File: src/rtl/unidade_controle_pkg.sv
// Shared definitions for the unidade_controle sequencer: opcodes, ULA codes,
// FSM states and instruction field positions.
package unidade_controle_pkg;

  localparam int INST_W = 16;

  localparam int OPC_MSB = 15;
  localparam int OPC_LSB = 12;
  localparam int RD_MSB  = 11;
  localparam int RD_LSB  = 10;
  localparam int RS1_MSB = 9;
  localparam int RS1_LSB = 8;
  localparam int RS2_MSB = 7;
  localparam int RS2_LSB = 6;

  localparam logic [3:0] OP_ADD  = 4'h0;
  localparam logic [3:0] OP_SUB  = 4'h1;
  localparam logic [3:0] OP_MUL  = 4'h2;
  localparam logic [3:0] OP_AND  = 4'h3;
  localparam logic [3:0] OP_OR   = 4'h4;
  localparam logic [3:0] OP_NOP  = 4'hE;
  localparam logic [3:0] OP_HALT = 4'hF;

  typedef enum logic [2:0] {
    ULA_ADD = 3'b000,
    ULA_SUB = 3'b001,
    ULA_MUL = 3'b010,
    ULA_AND = 3'b011,
    ULA_OR  = 3'b100
  } ula_op_e;

  typedef enum logic [2:0] {
    ST_IDLE,
    ST_FETCH,
    ST_WAIT,
    ST_DECODE,
    ST_EXEC,
    ST_WRITE,
    ST_HALT
  } state_e;

  typedef struct packed {
    ula_op_e    cntrl;
    logic [1:0] rd;
    logic [1:0] rs1;
    logic [1:0] rs2;
    logic       is_alu;
    logic       is_nop;
    logic       is_halt;
    logic       is_illegal;
  } decoded_t;

endpackage

File: src/rtl/inst_decoder.sv
// Combinational instruction decoder: opcode to ULA code and class flags,
// plus extraction of the register address fields.
module inst_decoder
  import unidade_controle_pkg::*;
(
  input  logic [INST_W-1:0] inst,
  output decoded_t          dec
);

  logic [3:0] opcode;
  assign opcode = inst[OPC_MSB:OPC_LSB];

  // NOTE: every field gets a default before the case so no path leaves one
  // unassigned, which would otherwise infer a latch.
  always_comb begin
    dec            = '0;
    dec.cntrl      = ULA_ADD;
    dec.rd         = inst[RD_MSB:RD_LSB];
    dec.rs1        = inst[RS1_MSB:RS1_LSB];
    dec.rs2        = inst[RS2_MSB:RS2_LSB];
    case (opcode)
      OP_ADD:  begin dec.cntrl = ULA_ADD; dec.is_alu = 1'b1; end
      OP_SUB:  begin dec.cntrl = ULA_SUB; dec.is_alu = 1'b1; end
      OP_MUL:  begin dec.cntrl = ULA_MUL; dec.is_alu = 1'b1; end
      OP_AND:  begin dec.cntrl = ULA_AND; dec.is_alu = 1'b1; end
      OP_OR:   begin dec.cntrl = ULA_OR;  dec.is_alu = 1'b1; end
      OP_NOP:  dec.is_nop  = 1'b1;
      OP_HALT: dec.is_halt = 1'b1;
      default: dec.is_illegal = 1'b1;
    endcase
  end

endmodule

File: src/rtl/unidade_controle.sv
// Fetch/wait/decode/execute/write sequencer driving memo_inst, the ULA and the
// register bank; owns the FSM, program counter and instruction register.
module unidade_controle
  import unidade_controle_pkg::*;
#(
  parameter int PROG_LEN = 100,
  parameter int PC_W     = 16
) (
  input  logic              clock,
  input  logic              reset,
  input  logic              start,
  input  logic [INST_W-1:0] inst_in,
  output logic [PC_W-1:0]   op_counter,
  output logic [2:0]        cntrl,
  output logic [1:0]        reg1,
  output logic [1:0]        reg2,
  output logic [1:0]        reg3,
  output logic              wr_en,
  output logic              busy,
  output logic              halted,
  output logic              illegal
);

  localparam logic [PC_W-1:0] PC_LAST = PC_W'(PROG_LEN - 1);

  state_e            state, state_nxt;
  logic [INST_W-1:0] ir;
  logic [INST_W-1:0] dec_src;
  decoded_t          dec;

  logic pc_clr, pc_inc, ir_ld, out_ld, illegal_set, illegal_clr;

  // In DECODE the word is still on inst_in; afterwards it lives in ir.
  assign dec_src = (state == ST_DECODE) ? inst_in : ir;

  inst_decoder u_inst_decoder (
    .inst (dec_src),
    .dec  (dec)
  );

  // NOTE: sequential state uses non-blocking assignments so every register
  // samples pre-edge values regardless of statement order.
  always_ff @(posedge clock or negedge reset) begin
    if (!reset) state <= ST_IDLE;
    else        state <= state_nxt;
  end

  always_comb begin
    state_nxt   = state;
    pc_clr      = 1'b0;
    pc_inc      = 1'b0;
    ir_ld       = 1'b0;
    out_ld      = 1'b0;
    illegal_set = 1'b0;
    illegal_clr = 1'b0;
    case (state)
      ST_IDLE, ST_HALT: begin
        if (start) begin
          state_nxt   = ST_FETCH;
          pc_clr      = 1'b1;
          illegal_clr = 1'b1;
        end
      end
      ST_FETCH: state_nxt = ST_WAIT;
      ST_WAIT:  state_nxt = ST_DECODE;
      ST_DECODE: begin
        ir_ld = 1'b1;
        if (dec.is_halt) begin
          state_nxt = ST_HALT;
        end else if (dec.is_alu) begin
          state_nxt = ST_EXEC;
          out_ld    = 1'b1;
        end else if (dec.is_nop || dec.is_illegal) begin
          state_nxt   = ST_FETCH;
          pc_inc      = 1'b1;
          illegal_set = dec.is_illegal;
        end
      end
      ST_EXEC:  state_nxt = ST_WRITE;
      ST_WRITE: begin
        state_nxt = ST_FETCH;
        pc_inc    = 1'b1;
      end
      default:  state_nxt = ST_IDLE;
    endcase
  end

  // Control outputs are loaded on the DECODE->EXEC edge so they are valid for
  // all of EXEC and WRITE and hold afterwards.
  always_ff @(posedge clock or negedge reset) begin
    if (!reset) begin
      op_counter <= '0;
      ir         <= '0;
      cntrl      <= ULA_ADD;
      reg1       <= '0;
      reg2       <= '0;
      reg3       <= '0;
      wr_en      <= 1'b0;
      illegal    <= 1'b0;
    end else begin
      if (pc_clr)
        op_counter <= '0;
      else if (pc_inc)
        op_counter <= (op_counter == PC_LAST) ? '0 : op_counter + PC_W'(1);
      if (ir_ld) ir <= inst_in;
      if (out_ld) begin
        cntrl <= dec.cntrl;
        reg1  <= dec.rs1;
        reg2  <= dec.rs2;
        reg3  <= dec.rd;
      end
      wr_en <= (state_nxt == ST_WRITE);
      if (illegal_clr)      illegal <= 1'b0;
      else if (illegal_set) illegal <= 1'b1;
    end
  end

  assign busy   = (state != ST_IDLE) && (state != ST_HALT);
  assign halted = (state == ST_HALT);

endmodule

File: config.mk
export PLATFORM = sky130hd
export DESIGN_NAME = unidade_controle
export DESIGN_NICKNAME = d
export VERILOG_FILES = /design/src/rtl/unidade_controle_pkg.sv /design/src/rtl/inst_decoder.sv /design/src/rtl/unidade_controle.sv
export SDC_FILE = /design/constraint.sdc
export NUM_CORES = 1
export LEC_CHECK = 0
export BUFFER_PORTS_ARGS = -buffer_cell sky130_fd_sc_hd__buf_2
export CAP_MARGIN = 40
export CORE_MARGIN = 2
export CORE_UTILIZATION = 54
export DETAILED_ROUTE_END_ITERATION = 10
export HOLD_SLACK_MARGIN = 0.05
export PLACE_DENSITY_LB_ADDON = 0.3
export SKIP_CTS_REPAIR_TIMING = 1
export SLEW_MARGIN = 10
export SYNTH_ARGS = -nofsm -noshare
export SYNTH_HDL_FRONTEND = slang
export SYNTH_HIERARCHICAL = 1
export SYNTH_SLANG_ARGS = --single-unit
File: constraint.sdc
create_clock -name clock -period 3.7 [get_ports clock]
set_input_delay 0.37 -clock clock [delete_from_list [all_inputs] [get_ports clock]]
set_output_delay 0.37 -clock clock [all_outputs]
set_load 0.01 [all_outputs]
==> impl_metrics.tcl, run 1 <==
set metrics [dict create \
    worstRegToRegCells 10 \
    topRoutingLayerUsed "met4" \
    max_stage_delay_ns 0.50 \
    grt_overflow 0 \
    tightest_slew_ns 0.860 \
    reg2reg_from "state[1]" \
    num_antenna_cells 0 \
    startpoint_type "register" \
    hold_viol 0 \
    dr_total_vias 1611 \
    cts_tree "done" \
    syn_avg_cell_area_um2 10.5 \
    synth_fp_nets 216 \
    p_sw_frac 0.358 \
    place_ws_ns 0.589 \
    row_count 22 \
    cp.required_ns 3.90 \
    synth_warnings 6 \
    cts_sinks 40 \
    skew_ns 0.00620 \
    nets 254 \
    worst_path_max_delay_cell "dfrtp_1" \
    path_class "register to register" \
    drive_above_1_share 0.336 \
    timing.slew.headroom 0.425 \
    wire_per_inst_um 14.0 \
    ant_nets 0 \
    p_sw_uw 765 \
    crit_fanout 11 \
    port_buffers 41 \
    power_frac_clock 0.226 \
    synthCells 196 \
    hpwlAfterDp_um 2910 \
    setup_slack_ns 0.567 \
    met2_length_um 1910 \
    leakagePower_uw 0.00110 \
    crit_path_cell_trace "nor2b_1, nand2_1, mux2_2, nand3_1, nor2_1, or2_1, o32a_1, or3_4, or3_1, o21ai_0" \
    grt_use_total 0.208 \
    grt_pass1_vias 1508 \
    antenna_found_initial 0 \
    nFillCells 309 \
    htree_levels 2 \
    outcome "completed" \
    cts_buffers 5 \
    area_growth_pct 18.5 \
    tns_ns 0 \
    slew_viol_final 0 \
    end_kind "register" \
    fin_crit_ns 3.13 \
    root_buffer "clkbuf_8" \
    ff2ff_setup_slack_ns 0.57 \
    cts_buffer_depth 2 \
    wl_met3_um 245 \
    netlist_area_um2 2060 \
    die_h_um 65.8 \
    clkTransAtPathRegs_ns 0.08 \
    cp.arrival_ns 3.34 \
    routed_wl_um 3950 \
    fin_crit_sh 0.847 \
    power.internal_uw 1370 \
    r2r_end "op_counter[14]" \
    combPwrFrac 0.420 \
    viasPerCell 5.69 \
    core_um2 3660 \
    die_w_um 65.8 \
    cap_viol_max_count 0 \
    hp-start "inst_in[10]" \
    io_pins 48 \
    hold_end "ir[10]" \
    drt-initial-drc-count 89 \
    fmax_ghz 0.319 \
    peakVddDrop_uv 382 \
    start_util 0.563 \
    dr.pass1.iters 4 \
    route.detailed.drc 0 \
    rsz0062_at_grt "no" \
    hold_path.class "primary input to register" \
    whs_path_depth 2 \
    wl_met1_um 1760 \
    grt_pass1_wl_um 6830 \
    p_per_area_nw_per_um2 875 \
    grt_max_degree 28 \
    setup_viol_count_final 0 \
    clk_latency_ns 0.28 \
    place.gp.congestion 0.850 \
    seqPwrFrac 0.353 \
    die-area_um2 4320 \
]
-- registers in the layout, summed over array words and instances (netlist names) --
register    flops
state           3
reg3            2
wr_en           1
op_counter     16
reg2            2
illegal         1
ir             10
cntrl           3
reg1            2
-- area by class of cell --
cell class / instances / area, um^2 / share of cell area
Multi-Input combinational cell: 135 / 936 / 0.384
Clock inverter: 3 / 90.1 / 0.0369
Clock buffer: 5 / 68.8 / 0.0282
Inverter: 5 / 18.8 / 0.00769
Tap cell: 48 / 60.1 / 0.0246
Sequential cell: 40 / 1000 / 0.410
Timing Repair Buffer: 47 / 265 / 0.109
-- power groups by stage --
stage / Sequential (uW) / Clock [uW] / Combinational [uW]
floorplan: 761 / 0 / 685
CTS: 754 / 494 / 906
finish: 754 / 482 / 897
global route: 784 / 518 / 1000
global placement: 756 / 0 / 878
detailed placement: 760 / 0 / 903
-- how the worst max path moves through the flow --
stage               startpoint        endpoint  slack (ns)  cells past startpoint
floorplan             state[1]  op_counter[11]        0.55                     12
global placement      state[1]  op_counter[11]        0.63                     10
detailed placement    state[1]  op_counter[14]        0.59                     10
CTS                   state[1]  op_counter[14]        0.58                     10
global route          state[1]  op_counter[14]        0.38                     10
finish                state[1]  op_counter[14]        0.57                     10
-- worst max-delay path, delay by kind of cell (launching register included) --
family,cells,cell delay (ns)
DFF,1,0.50
and+or+nand+nor,7,1.69
AOI/OAI and AO/OA,2,0.45
muxes,1,0.43
-- per-stage QoR --
| stage | utilization | hold WS [ns] | cell area (um^2) | instances | power, uW |
|---|---|---|---|---|---|
| 3_3_place_gp | 0.615 | 0.473 | 2250 | 273 | 1630 |
| 4_1_cts | 0.664 | -0.0153 | 2430 | 282 | 2150 |
| 2_1_floorplan | - | 0.0744 | 2060 | 196 | 1450 |
| 3_5_place_dp | 0.620 | 0.297 | 2270 | 274 | 1660 |
| 6_report | 0.666 | 0.330 | 2440 | 283 | 2130 |
| 5_1_grt | 0.666 | 0.320 | 2440 | 283 | 2300 |
-- cell usage in the layout, fill, tap and decap left out, drive strengths merged, types with 4 or more instances in the layout --
cell / count
a21oi: 4
buf: 46
clkbuf: 5
dfrtp: 40
inv: 5
mux2: 19
nand2: 10
nand3: 11
nand4: 4
nor2: 13
nor3: 5
nor3b: 6
o21ai: 16
o31ai: 5
-- routing by layer --
metal / track usage / up-vias
met2: 0.343 / 58
met1: 0.269 / 760
met3: 0.0462 / 4
met5: 0 / -
li1: - / 789
met4: 0.0755 / 0
No activity file was read; power rests on OpenSTA's default activity.
==> run 2: changes to the inputs <==
Settings changed: CORE_UTILIZATION 54 to 49.
Clock period 3.7 ns to 2.85 ns, I/O delays scaled along.
==> run 2 against run 1 <==
Compared with the run above: first-iteration DRC count fell by 30%; total power is 27% higher; global-route usage fell by 0.55 points; clock skew is 0.0024 ns lower; critical path type unchanged; final cell count is 3.2% higher; largest cell class unchanged; largest power group unchanged; fmax is 16% higher; die area increased by 9.6%; sequential share of layout area is 0.60 points lower; clock-buffer cell count unchanged; highest routed layer unchanged; cell area grew 1.5%.
==> impl_metrics.tcl, run 2 (synthesized netlist as in run 1, its figures left out) <==
set metrics [dict create \
    cp.arrival_ns 2.93 \
    cts_sinks 40 \
    post-route-util 0.615 \
    topRoutingLayerUsed "met4" \
    leakagePower_uw 0.00113 \
    cp.required_ns 3.08 \
    top_regs "op_counter x16, ir x10" \
    startpoint_type "register" \
    hold_viol 0 \
    r2r_end "op_counter[11]" \
    largest-register "op_counter" \
    drive_above_1_share 0.368 \
    grt_pass1_vias 1516 \
    power.internal_uw 1680 \
    power_frac_clock 0.174 \
    fin_crit_ns 2.70 \
    max_stage_delay_ns 0.39 \
    placed_cells 283 \
    p_sw_frac 0.383 \
    nFillCells 351 \
    routed_wl_um 4140 \
    drt-initial-drc-count 62 \
    p_sw_uw 1040 \
    area_growth_pct 20.2 \
    fmax_ghz 0.370 \
    die-area_um2 4740 \
    worst_path_max_delay_cell "mux2_2" \
    start_util 0.511 \
    port_buffers 41 \
    outcome "completed" \
    htree_levels 2 \
    reg2reg_from "state[1]" \
    met2_length_um 1950 \
    crit_buf_inv 0 \
    root_buffer "clkbuf_8" \
    tns_ns 0 \
    layout_commonest_cell "buf_2" \
    fin_crit_sh 0.947 \
    ant_nets 0 \
    cp-startpoint "state[1]" \
    die_w_um 68.8 \
    grt_overflow 0 \
    fin_cells 292 \
    skew_ns 0.00383 \
    largest_reg_flops 16 \
    cts_tree "done" \
    crit_family "simple AND/OR/NAND/NOR gates" \
    io_pins 48 \
    dr_total_vias 1639 \
    route.detailed.drc 0 \
    combPwrFrac 0.476 \
    grt_pass1_wl_um 7110 \
    setup_viol_count_final 0 \
    die_h_um 68.8 \
    clkTransAtPathRegs_ns 0.08 \
    viasPerCell 5.61 \
    crit_path_cell_trace "nor2b_2, nand2_2, mux2_2, nand3_2, nor2_1, or2_1, o32a_1, or3_4, or3_1, nand3_1" \
    core_um2 4030 \
    dr.pass1.iters 4 \
    tightest_slew_ns 0.433 \
    peakVddDrop_uv 535 \
    nets 261 \
    worstRegToRegCells 10 \
    rsz0062_at_grt "no" \
    wire_per_inst_um 14.2 \
    cp_num_cells 10 \
    grt_max_degree 25 \
    hpwlAfterDp_um 3050 \
    cts_buffer_depth 2 \
    cts_buffers 5 \
    crit_fanout 5 \
    wl_met1_um 1980 \
    ff2ff_setup_slack_ns 0.15 \
    end_kind "register" \
    seqPwrFrac 0.350 \
    path_class "register to register" \
    cap_viol_max_count 0 \
    critPathCapture "op_counter[11]" \
    wl_met3_um 153 \
    num_antenna_cells 0 \
    clk_latency_ns 0.29 \
    timing.slew.headroom 0.712 \
    grt_use_total 0.203 \
    antenna_found_initial 0 \
    slew_viol_final 0 \
    row_count 23 \
    p_per_area_nw_per_um2 1100 \
    final_cell_mix "buf_2 (41), dfrtp_1 (40), mux2_2 (17)" \
    hold_path.class "primary input to register" \
    place.gp.congestion 0.843 \
]
run 2: power groups by stage:
stage                     Sequential [uW]  Clock (uW)  Combinational [uW]
after floorplan                       989           0                 926
after global placement                954           0                1270
after detailed placement              965           0                1300
after CTS                             953         489                1300
after global routing                  989         517                1440
final                                 953         472                1290
run 2: cell type report:
cell class | instances | area (um^2) | area share
clock buffer | 5 | 68.8 | 0.0278
inverter | 5 | 18.8 | 0.00758
clock inverter | 3 | 46.3 | 0.0187
timing repair buffer | 54 | 325 | 0.131
multi-input combinational | 135 | 953 | 0.385
tap | 50 | 62.6 | 0.0253
sequential | 40 | 1000 | 0.404
run 2: how the worst min path moves through the flow:
| stage | to | start | slack (ns) | cells past startpoint |
|---|---|---|---|---|
| after global placement | ir[15] | reset | 0.46 | 1 |
| after CTS | ir[15] | reset | -0.07 | 1 |
| after floorplan | cntrl[0] | reset | -0.01 | 0 |
| final | ir[11] | inst_in[11] | 0.23 | 2 |
| after global routing | ir[11] | inst_in[11] | 0.22 | 2 |
| after detailed placement | ir[15] | reset | 0.25 | 1 |
run 2: metrics by stage:
step	setup WS (ns)	area (um^2)	hold slack [ns]	total power [uW]
after floorplan	0.00783	2080	-0.0106	1910
after global placement	0.0853	2320	0.455	2220
after detailed placement	0.0683	2350	0.254	2260
after CTS	0.0371	2460	-0.0707	2740
after global routing	0.00376	2480	0.221	2940
final	0.151	2480	0.232	2720
run 2: routing by layer:
layer,track usage,vias to the layer above
li1,-,805
met1,0.285,795
met2,0.311,34
met3,0.0438,5
met4,0.0662,0
met5,0,-
